[src/rtl/arbitro_roteamento.sv]
// Round-robin arbiter for the 4-input routing mux with burst limit and registered data path.
module arbitro_roteamento #(
  parameter int unsigned NBITS     = 4,
  parameter int unsigned MAX_BURST = 4
) (
  input  logic             clk,
  input  logic             reset,
  input  logic [3:0]       REQ,
  input  logic [NBITS-1:0] A,
  input  logic [NBITS-1:0] B,
  input  logic [NBITS-1:0] C,
  input  logic [NBITS-1:0] D,
  output logic [3:0]       GNT,
  output logic [1:0]       SEL,
  output logic [NBITS-1:0] Saida,
  output logic             VALID
);

  localparam int unsigned CW = $clog2(MAX_BURST + 1);

  typedef enum logic {IDLE, GRANT} state_t;

  state_t           state, state_n;
  logic [1:0]       ptr, ptr_n;
  logic [CW-1:0]    cnt, cnt_n;
  logic [3:0]       gnt_n;
  logic [1:0]       sel_n;
  logic [NBITS-1:0] saida_n;
  logic             valid_n;

  logic [3:0]       others;
  logic             grant_en;
  logic [1:0]       grant_idx;
  logic [NBITS-1:0] routed;

  // First set bit of v, searching upward from p modulo 4.
  function automatic logic [1:0] pick(input logic [1:0] p, input logic [3:0] v);
    logic [1:0] r;
    logic [1:0] idx;
    logic       found;
    r     = p;
    found = 1'b0;
    for (int i = 0; i < 4; i++) begin
      idx = p + 2'(i);
      if (!found && v[idx]) begin
        r     = idx;
        found = 1'b1;
      end
    end
    return r;
  endfunction

  // Data of the current owner, as selected by the registered SEL.
  always_comb begin
    routed = A;
    case (SEL)
      2'd0:    routed = A;
      2'd1:    routed = B;
      2'd2:    routed = C;
      default: routed = D;
    endcase
  end

  // Next-state, grant decision and data path update.
  always_comb begin
    state_n   = state;
    ptr_n     = ptr;
    cnt_n     = cnt;
    gnt_n     = GNT;
    sel_n     = SEL;
    saida_n   = Saida;
    valid_n   = 1'b0;
    grant_en  = 1'b0;
    grant_idx = SEL;
    others    = REQ & ~(4'b0001 << SEL);

    case (state)
      IDLE: begin
        if (REQ != 4'b0000) begin
          grant_en  = 1'b1;
          grant_idx = pick(ptr, REQ);
        end
      end
      GRANT: begin
        saida_n = routed;
        valid_n = 1'b1;
        if (!REQ[SEL]) begin
          if (others != 4'b0000) begin
            grant_en  = 1'b1;
            grant_idx = pick(SEL + 2'd1, others);
          end else begin
            state_n = IDLE;
            gnt_n   = 4'b0000;
            ptr_n   = SEL + 2'd1;
          end
        end else if (cnt == CW'(MAX_BURST)) begin
          // Saturated: rotate only when someone else is waiting.
          if (others != 4'b0000) begin
            grant_en  = 1'b1;
            grant_idx = pick(SEL + 2'd1, others);
          end
        end else begin
          cnt_n = cnt + CW'(1);
        end
      end
      default: state_n = IDLE;
    endcase

    if (grant_en) begin
      gnt_n   = 4'b0001 << grant_idx;
      sel_n   = grant_idx;
      ptr_n   = grant_idx + 2'd1;
      cnt_n   = CW'(1);
      state_n = GRANT;
    end
  end

  // State and output registers with synchronous reset.
  always_ff @(posedge clk) begin
    if (reset) begin
      state <= IDLE;
      ptr   <= 2'd0;
      cnt   <= '0;
      GNT   <= 4'b0000;
      SEL   <= 2'd0;
      Saida <= '0;
      VALID <= 1'b0;
    end else begin
      state <= state_n;
      ptr   <= ptr_n;
      cnt   <= cnt_n;
      GNT   <= gnt_n;
      SEL   <= sel_n;
      Saida <= saida_n;
      VALID <= valid_n;
    end
  end

endmodule
[config.mk]
export PLATFORM = sky130hd
export DESIGN_NAME = arbitro_roteamento
export DESIGN_NICKNAME = d
export VERILOG_FILES = /design/src/rtl/arbitro_roteamento.sv
export SDC_FILE = /design/constraint.sdc
export NUM_CORES = 1
export LEC_CHECK = 0
export CAP_MARGIN = 20
export CORE_MARGIN = 5
export CORE_UTILIZATION = 44
export DETAILED_ROUTE_END_ITERATION = 12
export PLACE_DENSITY = 0.75
export SYNTH_ARGS = -nofsm -noshare
export SYNTH_HDL_FRONTEND = slang
export SYNTH_SLANG_ARGS = --single-unit
export TNS_END_PERCENT = 10
[constraint.sdc]
create_clock -name clk -period 3.2 [get_ports clk]
set_clock_uncertainty 0.15 [all_clocks]
set_input_delay 0.48 -clock clk [delete_from_list [all_inputs] [get_ports clk]]
set_output_delay 0.48 -clock clk [all_outputs]
set_load 0.005 [all_outputs]
Word level (Yosys, flattened, before mapping):

Cells that the tools add are included.

* register bits: 17
* latch bits: 0
* bits in writable memories: 0
* ROM bits: 0
* input port bits: 22
* output and inout port bits: 11
* memories kept: 0

* $add $sub $neg: 9
* $mul: 0
* divide/modulo/power cells: 0
* magnitude comparators: 9
* equal/unequal tests: 6
* shift operators: 2
* mux-type cells: 89
* bitwise operators: 4
* reductions and logical operators: 27

Operator list (number)
* 1-bit two-way mux: 55
* 2-bit two-way mux: 18
* 2-bit by 3-bit less-than comparator with 1-bit output, second input constant: 9
* 1-bit binary-select mux with 2-bit select: 9
* 4-bit two-way mux: 4
* 4-bit one-hot mux with 3 select lines: 1
* 1-bit logical AND: 9
* 1-bit logical NOT: 9
* 3-bit AND reduction: 3
* 2-bit by 1-bit adder with 2-bit output, second input constant: 4
* 2-bit adder, second input constant: 4
* 4-bit nonzero test: 2
* 1-bit by 2-bit left shift with 4-bit output, first input constant: 2
* 2-bit != test, second input constant: 3
* 4-bit bitwise AND: 1
* 4-bit NOT: 1
* 2-bit one-hot mux with 2 select lines: 1
* 2-bit nonzero test: 2
* 3-bit by 1-bit adder with 3-bit output, second input constant: 1
* 3-bit == test, second input constant: 1
* 2-bit by 1-bit == test with 1-bit output, second input constant: 1
* 2-bit == test, second input constant: 1
* 2-bit logical NOT: 1
* 1-bit NOT: 2
* other kinds (2): 2

Logic depth before layout (Yosys ltp):

* depth in word-level cells: 33
* depth in mapped cells: 13

Worst setup path before layout:

Ideal clock, no wire load.

* kind: reg2reg
* from: reg SEL[0]
* to: reg ptr[1]
* arrival time: 3.014 ns
* path slack: -0.098 ns
* cell stages (with the launch flop): 13
* path buffers: 1
* cell sequence: dfxtp_1 > buf_2 > inv_1 > ha_1 > mux4_1 > a21o_1 > or4b_1 > and3_1 > inv_1 > ha_1 > nor3_1 > a211o_1 > a21oi_1

* cells in the longest elaborated chain, start to end: 33

Ends and longest elaborated chain
* start: declaration: RTL line 14 `output logic [1:0] SEL,`
* start signal: assignment: RTL line 133 `SEL <= sel_n;`
* parallel branches: the longest is 33 deep, another holds 2-bit by 1-bit adder with 2-bit output
* end signal: assignment: RTL line 130 `ptr <= ptr_n;`
* end: declaration: RTL line 24 `logic [1:0] ptr, ptr_n;`

Parallel ways; which one is timed is not known. The select of a mux whose other input is x is not followed.
A chain may end at the register's enable or synchronous reset.

Worst setup path after layout:

Same ends and word-level chain as after synthesis.

==> out/summary.txt <==
Final setup viols - 0
Pwr Density - 545 nW/µm²
most frequent cells in the layout - clkdlybuf4s50_1, buf_4, dfxtp_1, nor2_1, o21ai_0
Die Span X - 65.0 µm
Leakage - 0.798 nW
vias in the first global route - 1452
top-area cell type share of the netlist area - 25.6%
Synth warnings - 0
Placed Instance Area - 1870 µm²
# IOs - 33
Hold Buf Count CTS - 0
number of CTS-inserted buffers - 3
worst rel slew slack - 56.4%
Vert. Die Dim - 65.0 µm
Clock Sinks - 17
Core ar. - 2980 µm²
synthesized area per cell - 8.68 µm²
Arrival @ worst endpoint - 3140 ps
clock buffer depth - 2
Comb power frac - 63.8%
FF+latch area - 343 µm²
library cells used by synthesis - 47
Tcrit/Tclk final - 95.9%
DR pass1 iterations - 4
CTS Root Buffer Type - clkbuf_4
CTS tree - done
first-pass GRT wire length - 6810 µm
Switch Pwr - 0.000421 W
most common cell after layout, fill and taps aside - clkdlybuf4s50_1
routed len/inst - 16.3 µm
Die ar. - 4220 µm²
fmax - 326 MHz
port bufs - 32
Placer Congestion - 0.955
synthesized area - 1330 µm²
Setup crit start kind - register
critical-path maximum fanout - 12
Period minus WS final - 3070 ps
HPWL after DPL - 3230 µm
H-Tree Depth - 1
total congestion overflow - 0
Top FF cell, synth - dfxtp_1
Worst Hold Class - reg -> reg
ys async rst share - 0%
Final Hold Vio Count - 0
Area contributors post-synth - dfxtp_1, mux2i_1, ha_1, nor2_1, o21ai_0
Slew Limit Fails - 0
vias per inst - 5.71
remaining antenna violation count - 0
Area Growth Syn to Fin - 49.2%
Worst-path clk slew - 90 ps
initial antenna violation count - 0
sequential area share after synthesis - 25.6%
initial DRC count - 80
VDD IR max - 0.000331 V
syn nets - 182
Tot Pwr - 0.00108 W
largest net degree at the start of global routing - 20
Filler Cell Count - 249
CP endpoint kind - register
WP data required - 3270 ps
cell-internal power - 0.000660 W
Flop pwr share - 25.6%
n_diodes - 0
fin nets - 240
final instance area - 1980 µm²
worst slew pin tran - 651 ps
critical path class - reg -> reg
Sw Ratio - 38.9%
total wire length - 3960 µm
GRT Overall Usage - 20.6%
# Max-Cap Violations - 0
Multi-input gate area - 982 µm²
via count - 1388
Clock Power Share - 10.6%
Initial Util - 44.6%
outcome - finished clean
worst skew pair latency - 290 ps
Post-synth EDFFs - 0
layout cells sized above 1 - 28.1%
# rows - 20
most area-hungry cell type in the Yosys netlist - dfxtp_1
Seq cells post-synth - 17
Synth Instances - 153
drt drc - 0
## Yosys cell counts (2+ instances only)
cell type  instances
a21oi_1            3
a222oi_1           4
a32o_1             2
and3_1             3
buf_2              2
buf_6              2
clkbuf_1           5
dfxtp_1           17
ha_1               7
inv_1              8
mux2i_1            9
nand2_1            7
nand2b_1           3
nand3b_1           2
nor2_1            15
nor2b_1            6
nor2b_2            2
nor2b_4            2
nor3_1             9
nor3b_1            2
nor4_1             2
o211ai_1           3
o21ai_0           11
o31ai_1            3
xnor2_1            2
## flip-flops by register name, summed over array words and instances, names as in the netlist
register,flops
VALID,1
ptr,2
state,1
GNT,4
Saida,4
SEL,2
cnt,3
## path summary, 6_finish.rpt
kind              startpoint     end  slack, ps  cells after the start
setup / recovery      SEL[0]  ptr[1]        130                     11
hold / removal        GNT[1]  GNT[1]        330                      1
setup reg to reg      SEL[0]  ptr[1]        130                     11
hold reg to reg       GNT[1]  GNT[1]        330                      1
## critical path, stage by stage (launching register included)
cell       delay [ps]
dfxtp_2           360
buf_6             180
ha_2              220
nor2b_2            50
mux4_2            520
a2111oi_4         360
and4_4            310
nor3_4             60
ha_4              290
mux2i_1            60
a211o_1           290
a21oi_1           130
## logic make-up after synthesis
| kind of cell | Yosys count | synth area share (%) |
|---|---|---|
| buf+inv | 17 | 6.12 |
| simple gates | 62 | 28.2 |
| xor+xnor | 2 | 1.32 |
| flops | 17 | 25.6 |
| fa+ha+maj | 7 | 6.59 |
| mux | 11 | 10.5 |
| compound gates | 37 | 21.8 |
## timing repair
action / CTS / global route
endpoints found under the setup margin: 0 / 1
gates resized for setup: 0 / 20
buffers inserted: 0 / 0
## power by group through the flow
stage | Combinational, W | Clock [W] | Sequential (W)
after floorplan | 0.000352 | 0 | 0.000283
final | 0.000690 | 0.000114 | 0.000277
after global routing | 0.000753 | 0.000131 | 0.000283
after global placement | 0.000595 | 0 | 0.000277
after detailed placement | 0.000619 | 0 | 0.000279
after CTS | 0.000625 | 0.000119 | 0.000274
## metrics by stage
step | cells | hold slack [ps] | TNS [ps] | setup slack (ps) | utilization, %
2_1_floorplan | 153 | 301 | 0 | 34.0 | -
3_3_place_gp | 239 | 305 | -133 | -133 | 62.6
3_5_place_dp | 239 | 310 | -230 | -230 | 62.6
4_1_cts | 243 | 334 | 0 | 28.8 | 63.6
5_1_grt | 243 | 375 | -21.0 | -21.0 | 66.6
6_report | 243 | 333 | 0 | 132 | 66.6
## layer usage
metal	global-route usage [%]	part of all wire, %	up-vias
met4	8.97	1.5	0
met2	35.5	52	32
met5	0	0	-
met1	25.8	42	666
met3	2.25	4.6	5
li1	-	-	685
## layout make-up
| class | count | share of cell area, % |
|---|---|---|
| Clock buffer | 3 | 1.14 |
| Clock inverter | 1 | 0.253 |
| Inverter | 8 | 1.52 |
| Multi-Input combinational cell | 119 | 49.6 |
| Sequential cell | 17 | 17.3 |
| Tap cell | 33 | 2.08 |
| Timing Repair Buffer | 62 | 28.2 |
Power figures use the tool's default switching activity.
